==> config.mk <==
export PLATFORM = sky130hd
export DESIGN_NAME = id_ex_forward_stage
export DESIGN_NICKNAME = d
export VERILOG_FILES = /design/src/rtl/id_ex_forward_stage.sv
export SDC_FILE = /design/constraint.sdc
export NUM_CORES = 1
export LEC_CHECK = 0
export CAP_MARGIN = 20
export CELL_PAD_IN_SITES_DETAIL_PLACEMENT = 0
export CELL_PAD_IN_SITES_GLOBAL_PLACEMENT = 1
export CORE_MARGIN = 1
export CORE_UTILIZATION = 31
export DETAILED_ROUTE_END_ITERATION = 12
export PLACE_DENSITY = 0.92
export SYNTH_ARGS = -nofsm -noshare
export SYNTH_HDL_FRONTEND = slang
export SYNTH_SLANG_ARGS = --single-unit
==> constraint.sdc <==
create_clock -name clock -period 6.66 [get_ports clock]
set_input_delay 1.998 -clock clock [delete_from_list [all_inputs] [get_ports clock]]
set_output_delay 1.998 -clock clock [all_outputs]
set_load 0.1 [all_outputs]
==> src/rtl/id_ex_forward_stage.sv <==
// rtl/id_ex_forward_stage.sv - ID/EX pipeline register with forwarding selects and load-use stall
// Optional macro STALL_COUNT_EN adds a saturating stall_count output.
module id_ex_forward_stage #(
    parameter int DATA_W = 16,
    parameter int REG_W  = 3,
    parameter int CTRL_W = 8
) (
    input  logic              clock,
    input  logic              reset,
    input  logic              flush,
    input  logic              in_valid,
    input  logic [REG_W-1:0]  in_rs,
    input  logic [REG_W-1:0]  in_rt,
    input  logic [REG_W-1:0]  in_rd,
    input  logic [DATA_W-1:0] in_dado_a,
    input  logic [DATA_W-1:0] in_dado_b,
    input  logic [DATA_W-1:0] in_imm,
    input  logic [CTRL_W-1:0] in_ctrl,
    input  logic [REG_W-1:0]  mem_rd,
    input  logic              mem_reg_write,
    output logic              stall,
    output logic              ex_valid,
    output logic [REG_W-1:0]  ex_rs,
    output logic [REG_W-1:0]  ex_rt,
    output logic [REG_W-1:0]  ex_rd,
    output logic [DATA_W-1:0] ex_dado_a,
    output logic [DATA_W-1:0] ex_dado_b,
    output logic [DATA_W-1:0] ex_imm,
    output logic [CTRL_W-1:0] ex_ctrl,
`ifdef STALL_COUNT_EN
    output logic [15:0]       stall_count,
`endif
    output logic [1:0]        sel_a,
    output logic [1:0]        sel_b
);

    typedef enum logic {RUN, STALL} state_t;

    state_t     state, state_nxt;
    logic       haz;
    logic       bubble;
    logic [1:0] fwd_a, fwd_b;

    // The EX instruction reaches MEM next cycle, so its result outranks the older MEM one.
    function automatic logic [1:0] fwd_sel(
        input logic [REG_W-1:0] r,
        input logic             ex_wr,
        input logic [REG_W-1:0] ex_dst,
        input logic             mem_wr,
        input logic [REG_W-1:0] mem_dst
    );
        if (r == '0)
            return 2'b00;
        else if (ex_wr && ex_dst == r)
            return 2'b01;
        else if (mem_wr && mem_dst == r)
            return 2'b10;
        else
            return 2'b00;
    endfunction

    always_comb begin
        haz = in_valid & ex_valid & ex_ctrl[1] & (ex_rd != '0) &
              ((ex_rd == in_rs) | (ex_rd == in_rt));
        fwd_a = fwd_sel(in_rs, ex_valid & ex_ctrl[0], ex_rd, mem_reg_write, mem_rd);
        fwd_b = fwd_sel(in_rt, ex_valid & ex_ctrl[0], ex_rd, mem_reg_write, mem_rd);
        stall     = 1'b0;
        bubble    = flush;
        state_nxt = RUN;
        case (state)
            RUN: begin
                if (haz && !flush) begin
                    stall     = 1'b1;
                    bubble    = 1'b1;
                    state_nxt = STALL;
                end
            end
            STALL: begin
                state_nxt = RUN;
            end
            default: state_nxt = RUN;
        endcase
        if (reset)
            stall = 1'b0;
    end

    always_ff @(posedge clock or posedge reset) begin
        if (reset) begin
            state     <= RUN;
            ex_valid  <= 1'b0;
            ex_rs     <= '0;
            ex_rt     <= '0;
            ex_rd     <= '0;
            ex_dado_a <= '0;
            ex_dado_b <= '0;
            ex_imm    <= '0;
            ex_ctrl   <= '0;
            sel_a     <= 2'b00;
            sel_b     <= 2'b00;
        end else begin
            state <= state_nxt;
            if (bubble) begin
                ex_valid  <= 1'b0;
                ex_rs     <= '0;
                ex_rt     <= '0;
                ex_rd     <= '0;
                ex_dado_a <= '0;
                ex_dado_b <= '0;
                ex_imm    <= '0;
                ex_ctrl   <= '0;
                sel_a     <= 2'b00;
                sel_b     <= 2'b00;
            end else begin
                ex_valid  <= in_valid;
                ex_rs     <= in_rs;
                ex_rt     <= in_rt;
                ex_rd     <= in_rd;
                ex_dado_a <= in_dado_a;
                ex_dado_b <= in_dado_b;
                ex_imm    <= in_imm;
                ex_ctrl   <= in_valid ? in_ctrl : '0;
                sel_a     <= fwd_a;
                sel_b     <= fwd_b;
            end
        end
    end

`ifdef STALL_COUNT_EN
    logic [15:0] stall_count_q;

    always_ff @(posedge clock or posedge reset) begin
        if (reset)
            stall_count_q <= '0;
        else if (stall && stall_count_q != 16'hFFFF)
            stall_count_q <= stall_count_q + 16'd1;
    end

    assign stall_count = stall_count_q;
`endif

endmodule

# --- Word-level counts from Yosys, hierarchy flattened ---
# Index checks and enable logic that the tools add are counted.
totals:
  reg_bits: 71
  inputBits: 73
  output_inout_bits: 71
  elab_cells: 54
op_classes:
  n_eq_ne: 4
  mux: 23
  bitwise_logic: 7
  reduce_logical: 9
ops:
  columns: ["cell", "count"]
  rows:
  - ["$mux W16", 3]
  - ["$mux W2", 8]
  - ["$mux W8", 2]
  - ["$eq A3 B3 Y1", 4]
  - ["$mux W3", 3]
  - ["$logic_not A3 Y1", 2]
  - ["$mux W1", 6]
  - ["$and A1 B1 Y1", 5]
  - ["$logic_and A1 B1 Y1", 5]
  - ["$reduce_bool A3 Y1", 1]
  - ["$pmux W1 S2", 1]
  - ["$logic_not A1 Y1", 1]
  - ["$not A1 Y1", 1]
  - ["$or A1 B1 Y1", 1]

# --- Longest topological paths before layout ---
logic_depth:
  depth_word: 8
  depth_mapped: 5
  depth_no_buf: 4

# --- Worst setup path before layout ---
# Ideal clock, no wire load.
synth_timing:
  path_kind: "input port to output port"
  startpoint: "input port in_rt[0]"
  endpoint: "output port stall"
  arrival_ns: 4.078
  t_required_ns: 4.662
  path_slack_ns: 0.584
  path_stages: 5
  path_buffers: 1
  cell_sequence: "xnor2_1 -> nand3_1 -> a211oi_2 -> buf_4 -> nor3b_2"
synth_between:
  elab_chain_cells: 7
synth_rtl:
  columns: ["item", "line_no", "source"]
  rows:
  - ["start, declared", "13", "input logic [REG_W-1:0] in_rt,"]
  - ["$eq A3 B3 Y1", "64", "((ex_rd == in_rs) | (ex_rd == in_rt));"]
  - ["$or A1 B1 Y1", "64", null]
  - ["$and A1 B1 Y1", "63", "haz = in_valid & ex_valid & ex_ctrl[1] & (ex_rd != '0) &"]
  - ["$logic_and A1 B1 Y1", "72", "if (haz && !flush) begin"]
  - ["$mux W1", "72", null]
  - ["$mux W1", "70", "case (state)"]
  - ["$mux W1", "83", "if (reset)"]
  - ["end, declared", "21", "output logic stall,"]
# No other way between the ends.

# --- Final worst setup path ---
layout_timing:
  startpoint: "input port in_rt[2]"
  endpoint: "output port stall"
# The elaborated chain is that of the path after synthesis.

==> metrics.txt <==
Skew-Pair Late Insertion Delay=330 ps; count of cell types in the netlist=20; worst hold-check path type=reg -> reg; vias per inst=around 4.5; Area Growth Syn to Fin=66.8%; H-Tree Depth=3; HPWL after detailed placement=4440 microns; antenna-violating nets left=0; Syn Area/Cell=13.0 sq um; CTS tree=done; Hold Crit Start=ex_ctrl[0]$_DFF_PP0_; Root Buffer=clkbuf_8; fmax=0.177 GHz; Remaining DRCs=0; total core area=8180 sq um; syn_nets=272; Starting DRT DRC Count=48; final instance area=4330 sq um; Slew Limit Fails=0; post-CTS setup buffer count=0; Critical Path Source Type=input pin; VDD IR-drop max=approximately 0.13 mV; placed cells=435; crit share post-route=0.849; FF+latch count, synth=71; Post-synth EDFFs=0; routed via count=2022; sequential area share after synthesis=0.684; setup slack after layout=around 1000 ps; global-route wire length before repair=10400 microns; Worst Hold End=sel_b[1]$_DFF_PP0_; Design Power=1.10 mW; top_reg_cell synth=dfrtp_1; Rows=33; Hold Vio Cnt, Final=0; Slowest cell on crit path=clkdlybuf4s50_1; R2R Setup Slk=about 4700 ps; pwr dens=254 nW/um^2; vias in the first global route=2071; final hold slack=672 ps; Mapped Cells=between 150 and 200; slowest stage delay, CP=580 ps; GPL Wtd Cong=between 0.7 and 0.8; worst slew pin tran=about 1000 ps; MaxCap Viol Count=0; Critical Path AT=between 3000 and 4000 ps; Die ar.=8750 sq um; Die Span Y=93.5 microns; Placement Setup Slack=around 1000 ps; crit-path max FO=5; Static Leak=between 1.5 and 2 nW; Util after Layout=0.530; Initial Util=0.318; Worst R2R End=sel_a[0]$_DFF_PP0_; Slew HR=0.329; critical path capture point type=output pin; RSZ-0062 raised after global routing=false; largest net degree at the start of global routing=72; setup TNS=0 ps; Pre-Repair DR Iteration Count=4; WL/cell=14.4 microns; worst path required time=4660 ps; minimum clock period=5650 ps; IO Port Bufs=roughly 140; Warnings, synthesis=0; nets=414; Sequential Area=1780 sq um; Final setup viols=0; GR Overflow Total=0; I/O pins=144; Chip Width=93.5 microns; Reg-to-Reg Start=ex_rd[0]$_DFF_PP0_; status=finished, final reports clean; Fin Clk Skew=between 10 and 15 ps; hold buffers post-CTS=0; async set or reset register ratio after synthesis=1.00; Placed Instance Area=~4100 sq um; r2r worst-path depth=5; clock sink count=71; n_diodes=0; initial antenna violation count=0; worst-case clock buffer depth=2; cts repair resizes=0; Post-Layout Cell Count=451; Critical Path, Cell by Cell=clkdlybuf4s50_1 -> xnor2_1 -> nand3_1 -> a211oi_4 -> nor3b_2 -> buf_12; Post-Route WL=approximately 6500 microns; Reg clk slew, reported paths=about 60 ps; Filler cells=730; CTS Buf Count=9; multi-input logic area=756 sq um; Hold Path Stages=3; Setup CP Type=in -> out; Post-Synthesis Cell Area=2600 sq um; share of cells above drive strength 1=0.0607; gr usage total=0.157
[cells in the mapped netlist (2+ instances only)]
library cell,n,share of area
a21oi_1,2,0.0039
buf_2,6,0.012
clkbuf_1,7,0.010
dfrtp_1,71,0.68
nand2_1,13,0.019
nand3_1,2,0.0039
nor2_1,12,0.017
nor2b_1,3,0.0072
nor3_1,3,0.0058
nor3b_1,57,0.16
nor4b_1,4,0.013
o21ai_0,2,0.0039
xnor2_1,10,0.034
[worst max-delay path: cells and delay by family]
kind                   cells  cell delay [ps]
AO/OA/AOI/OAI              1              290
XOR/XNOR                   1              140
buffers and inverters      2              790
AND/OR/NAND/NOR            2              430
[logic make-up after synthesis]
logic type,after synthesis,share of synthesized area
AOI/OAI and AO/OA,5,0.0125
xor gates and xnor gates,10,0.0337
buffers and inverters,16,0.0275
DFF,71,0.684
and+or+nand+nor,97,0.242
[sequential cells by signal (all words and copies together), names as in the netlist]
| name | count |
|---|---|
| ex_valid | 1 |
| ex_dado_b | 16 |
| ex_dado_a | 16 |
| ex_rs | 3 |
| sel_b | 2 |
| ex_imm | 16 |
| sel_a | 2 |
| ex_rt | 3 |
| ex_rd | 3 |
| ex_ctrl | 8 |
| state | 1 |
[cell usage in the layout (no fill, tap or decap)]
master / Yosys / routed
buf_12: 0 / 1
nor3b_2: 1 / 1
nor2_1: 12 / 12
bufinv_16: 0 / 2
a21oi_1: 2 / 2
nand3_1: 2 / 2
nor3_1: 3 / 3
clkdlybuf4s50_1: 0 / 141
buf_4: 1 / 3
nor2b_1: 3 / 3
dfrtp_1: 71 / 71
clkbuf_8: 0 / 9
nor4b_1: 4 / 4
inv_2: 0 / 1
buf_2: 6 / 1
nor3b_1: 57 / 57
clkbuf_1: 7 / 3
clkinv_2: 0 / 2
xnor2_1: 10 / 10
a211oi_4: 0 / 1
nand2b_1: 1 / 1
nand2_1: 13 / 13
nand4b_1: 1 / 1
o21ai_0: 2 / 2
[worst max path at each step]
stage	start	end	slack, ps	depth (start not counted)
2_1_floorplan	in_rt[0]	stall	580	5
3_3_place_gp	in_rt[2]	stall	1020	6
3_5_place_dp	in_rt[2]	stall	990	6
4_1_cts	in_rt[2]	stall	990	6
5_1_grt	in_rt[2]	stall	890	6
6_report	in_rt[2]	stall	1010	6
[cell type report]
class,instances,area share
well taps,105,0.0303
inverters,1,0.000867
clock inverters,4,0.0162
multi-input cells,112,0.174
repair buffers,146,0.337
clock buffers,12,0.0312
flip-flops and latches,71,0.410
[power breakdown]
| group | total, mW | switching (mW) | internal, mW | leakage [nW] |
|---|---|---|---|---|
| Clock | 0.360 | 0.150 | 0.210 | 0.104 |
| Sequential | 0.458 | 0.00699 | 0.451 | 0.925 |
| Combinational | 0.283 | 0.195 | 0.0874 | 0.761 |
[metal layers]
metal | up-vias | share of wire | track usage | wire (microns)
met5 | - | 0 | 0 | 0
met4 | 0 | 0.025 | 0.0756 | 162
met3 | 14 | 0.086 | 0.0488 | 559
met2 | 86 | 0.49 | 0.254 | 3200
met1 | 974 | 0.40 | 0.191 | 2590
li1 | 948 | - | - | -
No activity file was read; power rests on OpenSTA's default activity.
